**config.mk**
```make
export PLATFORM = sky130hd
export DESIGN_NAME = operand_tile_loader
export DESIGN_NICKNAME = d
export VERILOG_FILES = /design/src/rtl/operand_tile_pkg.sv /design/src/rtl/operand_bank.sv /design/src/rtl/operand_tile_loader.sv
export SDC_FILE = /design/constraint.sdc
export NUM_CORES = 1
export LEC_CHECK = 0
export ABC_CLOCK_PERIOD_IN_PS = 2550
export BUFFER_PORTS_ARGS = -buffer_cell sky130_fd_sc_hd__clkbuf_2
export CORE_UTILIZATION = 33
export DETAILED_ROUTE_END_ITERATION = 8
export RECOVER_POWER = 25
export SETUP_SLACK_MARGIN = 0.05
export SLEW_MARGIN = 20
export SYNTH_ARGS = -nofsm -noshare
export SYNTH_HDL_FRONTEND = slang
export SYNTH_SLANG_ARGS = --single-unit
```
**constraint.sdc**
```tcl
create_clock -name clk -period 2.55 [get_ports clk]
set_clock_uncertainty 0.15 [all_clocks]
set_input_delay 0 -clock clk [delete_from_list [all_inputs] [get_ports clk]]
set_output_delay 0 -clock clk [all_outputs]
set_load 0.005 [all_outputs]
```
**src/rtl/operand_tile_pkg.sv**
```systemverilog
// Shared types for the double-buffered operand tile loader.
// Bank states and small predicates used by both the bank and the top level.
package operand_tile_pkg;

    typedef enum logic [1:0] {
        EMPTY    = 2'd0,
        FILLING  = 2'd1,
        FULL     = 2'd2,
        DRAINING = 2'd3
    } bank_state_t;

    localparam int NUM_BANKS = 2;

    function automatic logic is_writable(input bank_state_t s);
        return (s == EMPTY) || (s == FILLING);
    endfunction

    function automatic logic is_streamable(input bank_state_t s);
        return (s == FULL) || (s == DRAINING);
    endfunction

endpackage

```
**src/rtl/operand_bank.sv**
```systemverilog
// One staging bank: A/B tile storage, independent row counters and the
// EMPTY/FILLING/FULL/DRAINING state machine.
module operand_bank
    import operand_tile_pkg::*;
#(
    parameter int DATA_WIDTH = 8,
    parameter int N          = 4,
    parameter int KW         = (N > 1) ? $clog2(N) : 1
) (
    input  logic                           clk,
    input  logic                           reset,
    input  logic                           a_row_wr,
    input  logic [N-1:0][DATA_WIDTH-1:0]   a_row_data,
    input  logic                           b_row_wr,
    input  logic [N-1:0][DATA_WIDTH-1:0]   b_row_data,
    input  logic [KW-1:0]                  k_sel,
    input  logic                           beat_xfer,
    input  logic                           drain_done,
    output bank_state_t                    state,
    output logic                           a_full,
    output logic                           b_full,
    output logic                           fill_done,
    output logic [N-1:0][DATA_WIDTH-1:0]   a_col,
    output logic [N-1:0][DATA_WIDTH-1:0]   b_row
);

    localparam int CW = $clog2(N + 1);

    bank_state_t                   r_state;
    bank_state_t                   w_state_next;
    logic [CW-1:0]                 r_a_cnt;
    logic [CW-1:0]                 r_b_cnt;
    logic [CW-1:0]                 w_a_cnt_next;
    logic [CW-1:0]                 w_b_cnt_next;
    logic [N-1:0][DATA_WIDTH-1:0]  r_a_mem [N];
    logic [N-1:0][DATA_WIDTH-1:0]  r_b_mem [N];

    assign w_a_cnt_next = r_a_cnt + CW'(a_row_wr);
    assign w_b_cnt_next = r_b_cnt + CW'(b_row_wr);

    always_ff @(posedge clk or negedge reset) begin
        if (!reset) begin
            r_state <= EMPTY;
        end else begin
            r_state <= w_state_next;
        end
    end

    always_comb begin
        w_state_next = r_state;
        case (r_state)
            EMPTY, FILLING: begin
                if (w_a_cnt_next == CW'(N) && w_b_cnt_next == CW'(N)) begin
                    w_state_next = FULL;
                end else if (a_row_wr || b_row_wr) begin
                    w_state_next = FILLING;
                end
            end
            FULL: begin
                // A one-beat tile finishes on its first transfer.
                if (drain_done) begin
                    w_state_next = EMPTY;
                end else if (beat_xfer) begin
                    w_state_next = DRAINING;
                end
            end
            DRAINING: begin
                if (drain_done) begin
                    w_state_next = EMPTY;
                end
            end
            default: w_state_next = EMPTY;
        endcase
    end

    always_comb begin
        state     = r_state;
        a_full    = (r_a_cnt == CW'(N));
        b_full    = (r_b_cnt == CW'(N));
        fill_done = is_writable(r_state) && (w_state_next == FULL);
    end

    always_ff @(posedge clk or negedge reset) begin
        if (!reset) begin
            r_a_cnt <= '0;
            r_b_cnt <= '0;
        end else if (drain_done) begin
            r_a_cnt <= '0;
            r_b_cnt <= '0;
        end else begin
            r_a_cnt <= w_a_cnt_next;
            r_b_cnt <= w_b_cnt_next;
        end
    end

    genvar gi;
    generate
        for (gi = 0; gi < N; gi++) begin : g_row
            always_ff @(posedge clk or negedge reset) begin
                if (!reset) begin
                    r_a_mem[gi] <= '0;
                    r_b_mem[gi] <= '0;
                end else begin
                    if (a_row_wr && r_a_cnt == CW'(gi)) begin
                        r_a_mem[gi] <= a_row_data;
                    end
                    if (b_row_wr && r_b_cnt == CW'(gi)) begin
                        r_b_mem[gi] <= b_row_data;
                    end
                end
            end

            // Column k of A is gathered across rows; B row k is read whole.
            assign a_col[gi] = r_a_mem[gi][k_sel];
        end
    endgenerate

    assign b_row = r_b_mem[k_sel];

endmodule

```
**src/rtl/operand_tile_loader.sv**
```systemverilog
// Double-buffered operand staging ahead of the systolic array: rows fill one
// bank while the other bank streams A columns / B rows, one beat per cycle.
module operand_tile_loader
    import operand_tile_pkg::*;
#(
    parameter int DATA_WIDTH = 8,
    parameter int N          = 4
) (
    input  logic                           clk,
    input  logic                           reset,
    input  logic                           a_row_valid,
    output logic                           a_row_ready,
    input  logic [N-1:0][DATA_WIDTH-1:0]   a_row_data,
    input  logic                           b_row_valid,
    output logic                           b_row_ready,
    input  logic [N-1:0][DATA_WIDTH-1:0]   b_row_data,
    output logic                           a_input_valid,
    output logic                           b_input_valid,
    input  logic                           input_ready,
    output logic [N-1:0][DATA_WIDTH-1:0]   a_data,
    output logic [N-1:0][DATA_WIDTH-1:0]   b_data,
    output logic                           last
);

    localparam int KW = (N > 1) ? $clog2(N) : 1;

    logic                          r_started;
    logic                          r_wr_bank;
    logic                          r_rd_bank;
    logic [KW-1:0]                 r_k;

    bank_state_t                   w_state     [NUM_BANKS];
    logic                          w_a_full    [NUM_BANKS];
    logic                          w_b_full    [NUM_BANKS];
    logic                          w_fill_done [NUM_BANKS];
    logic [N-1:0][DATA_WIDTH-1:0]  w_a_col     [NUM_BANKS];
    logic [N-1:0][DATA_WIDTH-1:0]  w_b_row     [NUM_BANKS];

    logic                          w_wr_open;
    logic                          w_a_accept;
    logic                          w_b_accept;
    logic                          w_valid;
    logic                          w_last_beat;
    logic                          w_xfer;
    logic                          w_drain_done;

    assign w_wr_open    = is_writable(w_state[r_wr_bank]);
    assign a_row_ready  = r_started && w_wr_open && !w_a_full[r_wr_bank];
    assign b_row_ready  = r_started && w_wr_open && !w_b_full[r_wr_bank];
    assign w_a_accept   = a_row_valid && a_row_ready;
    assign w_b_accept   = b_row_valid && b_row_ready;

    // Valid depends only on registered bank state, never on input_ready.
    assign w_valid      = is_streamable(w_state[r_rd_bank]);
    assign w_last_beat  = (r_k == KW'(N - 1));
    assign w_xfer       = w_valid && input_ready;
    assign w_drain_done = w_xfer && w_last_beat;

    genvar gi;
    generate
        for (gi = 0; gi < NUM_BANKS; gi++) begin : g_bank
            operand_bank #(
                .DATA_WIDTH (DATA_WIDTH),
                .N          (N),
                .KW         (KW)
            ) u_bank (
                .clk        (clk),
                .reset      (reset),
                .a_row_wr   (w_a_accept && (r_wr_bank == 1'(gi))),
                .a_row_data (a_row_data),
                .b_row_wr   (w_b_accept && (r_wr_bank == 1'(gi))),
                .b_row_data (b_row_data),
                .k_sel      (r_k),
                .beat_xfer  (w_xfer && (r_rd_bank == 1'(gi))),
                .drain_done (w_drain_done && (r_rd_bank == 1'(gi))),
                .state      (w_state[gi]),
                .a_full     (w_a_full[gi]),
                .b_full     (w_b_full[gi]),
                .fill_done  (w_fill_done[gi]),
                .a_col      (w_a_col[gi]),
                .b_row      (w_b_row[gi])
            );
        end
    endgenerate

    always_ff @(posedge clk or negedge reset) begin
        if (!reset) begin
            r_started <= 1'b0;
            r_wr_bank <= 1'b0;
            r_rd_bank <= 1'b0;
            r_k       <= '0;
        end else begin
            r_started <= 1'b1;
            if (w_fill_done[r_wr_bank]) begin
                r_wr_bank <= ~r_wr_bank;
            end
            if (w_xfer) begin
                r_k <= w_last_beat ? '0 : r_k + KW'(1);
            end
            if (w_drain_done) begin
                r_rd_bank <= ~r_rd_bank;
            end
        end
    end

    always_comb begin
        a_input_valid = w_valid;
        b_input_valid = w_valid;
        last          = w_valid && w_last_beat;
        a_data        = w_valid ? w_a_col[r_rd_bank] : '0;
        b_data        = w_valid ? w_b_row[r_rd_bank] : '0;
    end

endmodule
```
==> flow_summary.ini <==
[global_route]
grt_use_total_pct = 16.6
grt_max_degree = 76
grt_pass1_vias = 15700
grt-ovfl-total = 0
antenna_found_initial = 4
grt_pass1_wl_um = 95200
use_met3_pct = 3.08
busiest_layer = met2
met2_usage_pct = 28.0
grt_use_met1_pct = 21.7

[worst_setup_path]
cp_cell_sequence = buf_12 > buf_12 > mux4_2 > mux2i_4 > nor2_1 > clkbuf_2
critPathTopFamily = multiplexers
critPathMaxFanout = 10
cp_common_cell = buf_12
start_kind = register
slowest_stage = mux4_2
path_buf_inv = 3
crit_type = register to primary output
end_kind = primary output
cpPeakStageDelay_ns = 0.54
critPathRequiredTime_ns = 2.40
worstPathArrival_ns = 2.47

[floorplanning]
core_area_um2 = 71900
start_util_pct = 33.5
die_y_um = 272
die_x_um = 272
io_pins = 138
placementRows = 98
die_area_um2 = 74100

[drt]
drt-initial-drc-count = 713
ant_nets = 0
routed_wl_um = 60300
viasPerCell = 5.06
dr.pass1.iters = 4
vias = 14000
drc = 0
routedWlPerCell_um = 21.8

[min_path]
hold_class = primary input to register

[clock_tree]
cts_buffers = 59
clkSinkCount = 531
cts.clk_slew.worst_paths_ns = 0.06
root_buffer = clkbuf_16
cts_htree_levels = 2
clk_latency_ns = 0.61
cts_tree = built
ctsLongestPathBuffers = 3

[power_and_ir_drop]
swShare_pct = 30.1
irDropWorstVdd_uv = 796
leakage_nw = 13.4
power_frac_comb_pct = 38.8
power.internal_w = 0.0261
power_density_nw_per_um2 = 1240
p_switching_w = 0.0113
clockPowerShare_pct = 23.7
seq_power_share_pct = 37.5

[sta]
setup_ws_ns = -0.0684
worst_pin_slew_ns = 1.19
hold_viol = 0
finalCritPeriodShare_pct = 103
final.min_clock_period_ns = 2.62
finalSetupViolations = 18
relSlewSlack_pct = 20.9
hold_ws_ns = 0.118
timing.final.max_slew_violations = 0
clock.fmax_mhz = 382
rsz0062_at_grt = yes

[synth]
synth_ff_type = dfrtp_1
yosysMostFrequentCell = dfrtp_1
synth_top_area_cell = dfrtp_1
synth_fp_nets = 1562
synth_edf_count = 0
synth_top_area_share_pct = 55.1
syn_area_per_cell_um2 = 16.2
ys_warn_count = 0
synthTopCellsByArea = dfrtp_1 55%, mux2_2 21%, mux4_2 12%
yosysSeqAreaShare_pct = 55.1
synthDistinctLibCells = 38
synthArstFlopShare_pct = 100
synthesis.area_um2 = 24100
synthCells = 1484
synth.top_cells.by_count = 531 x dfrtp_1, 460 x mux2_2, 128 x mux4_2, 70 x nor2_1, 66 x mux2i_1
synth_seq_cells = 531

[run_status]
violations = setup timing
status = finished, violations left

[placement]
place_inst = 2557
dp_hpwl_um = 36700
io_buffer_count = 137
place.gp.congestion = 0.748

[final_layout]
fill_cells = 6560
layout.nets = 1848
final_layout_size_suffix_gt1_share_pct = 56.7
area_growth_pct = 24.9
finalNonFillerCells = 2771

[run]
drv_cap = 0
==> timing repair <==
action	CTS	global route
buffers inserted	24	6
hold buffers	69	0
resized for setup	34	20
endpoints found under the hold margin	1061	0
pin swaps	9	8
gates cloned	3	2
setup endpoints to repair	68	72
==> sequential cells by signal, indices dropped and copies added (netlist names) <==
name,cells
g_bank.u_bank.r_b_mem,256
g_bank.u_bank.r_a_cnt,6
r_started,1
r_rd_bank,1
r_wr_bank,1
g_bank.u_bank.r_a_mem,256
r_k,2
g_bank.u_bank.state,2
g_bank.u_bank.r_b_cnt,6
==> metal layers <==
metal / up-vias / share of wire [%]
met2: 252 / 49
li1: 6094 / -
met4: 4 / 2.5
met5: - / 0.041
met1: 7569 / 44
met3: 97 / 3.9
==> final cells by class <==
class	instances	area (µm²)	share of cell area (%)
tap	950	1190	3.95
sequential	531	13300	44.2
antenna	2	5.00	0.0166
inverter	3	11.3	0.0374
clock inverter	30	338	1.12
clock buffer	80	1710	5.67
multi-input combinational	849	10700	35.5
timing repair buffer	326	2870	9.53
==> power by group through the flow <==
stage                     Clock [W]  Combinational (W)  Sequential [W]
after global placement            0             0.0128          0.0141
after global routing        0.00943             0.0155          0.0145
after floorplan                   0            0.00940          0.0135
after CTS                   0.00911             0.0145          0.0140
after detailed placement          0             0.0131          0.0143
final                       0.00884             0.0145          0.0140
==> worst min-delay path, stage by stage <==
cell and delay [ns]:
dlygate4sd3_1 0.52, clkbuf_2 0.18, mux2_1 0.15
==> placed cells by master, fill, tap and decap left out, types with 8 or more instances in the layout <==
cell and count:
and2_1 10, buf_12 32, buf_4 65, clkbuf_16 62, clkbuf_2 136, clkbuf_4 9, clkbuf_8 13, clkinv_2 15
dfrtp_1 526, dlygate4sd3_1 69, mux2_1 27, mux2_2 460, mux2_4 27, mux2i_1 53, mux4_2 128, nand2_1 8
nor2_1 62
==> logic make-up (layout without fill, tap and decap cells) <==
kind of cell	after synthesis	after routing	synth area share [%]
muxes	708	708	39.1
DFF	531	531	55.1
and+or+nand+nor	122	122	2.93
buffers and inverters	104	439	2.04
adders and majority gates	9	9	0.467
AOI/OAI and AO/OA	5	5	0.151
xor gates and xnor gates	4	4	0.145
other	1	3	0.0156
==> through the flow <==
stage | total power (W) | setup slack, ns | utilization, % | TNS, ns | instance area, µm²
2_1_floorplan | 0.0229 | -0.0363 | - | -0.0363 | 24200
3_3_place_gp | 0.0269 | 0.0173 | 37.3 | 0 | 26800
3_5_place_dp | 0.0275 | -0.0425 | 37.3 | -0.0425 | 26800
4_1_cts | 0.0376 | -0.118 | 41.8 | -2.33 | 30000
5_1_grt | 0.0395 | -0.137 | 41.9 | -4.03 | 30100
6_report | 0.0374 | -0.0684 | 41.9 | -0.417 | 30100
==> worst paths after layout <==
path	from	cells after the start	endpoint	slack, ns
min in group asynchronous	reset	3	g_bank[1].u_bank.r_b_mem[76]	0.61
max in group asynchronous	reset	4	g_bank[0].u_bank.r_b_mem[51]	0.27
worst max register to register	r_wr_bank	7	r_wr_bank	0.03
worst max-delay path	r_k[0]	6	a_data[27]	-0.07
worst min register to register	g_bank[1].u_bank.r_a_mem[29]	1	g_bank[1].u_bank.r_a_mem[29]	0.33
worst min-delay path	b_row_data[23]	3	g_bank[1].u_bank.r_b_mem[119]	0.12
Power figures use the tool's default switching activity.
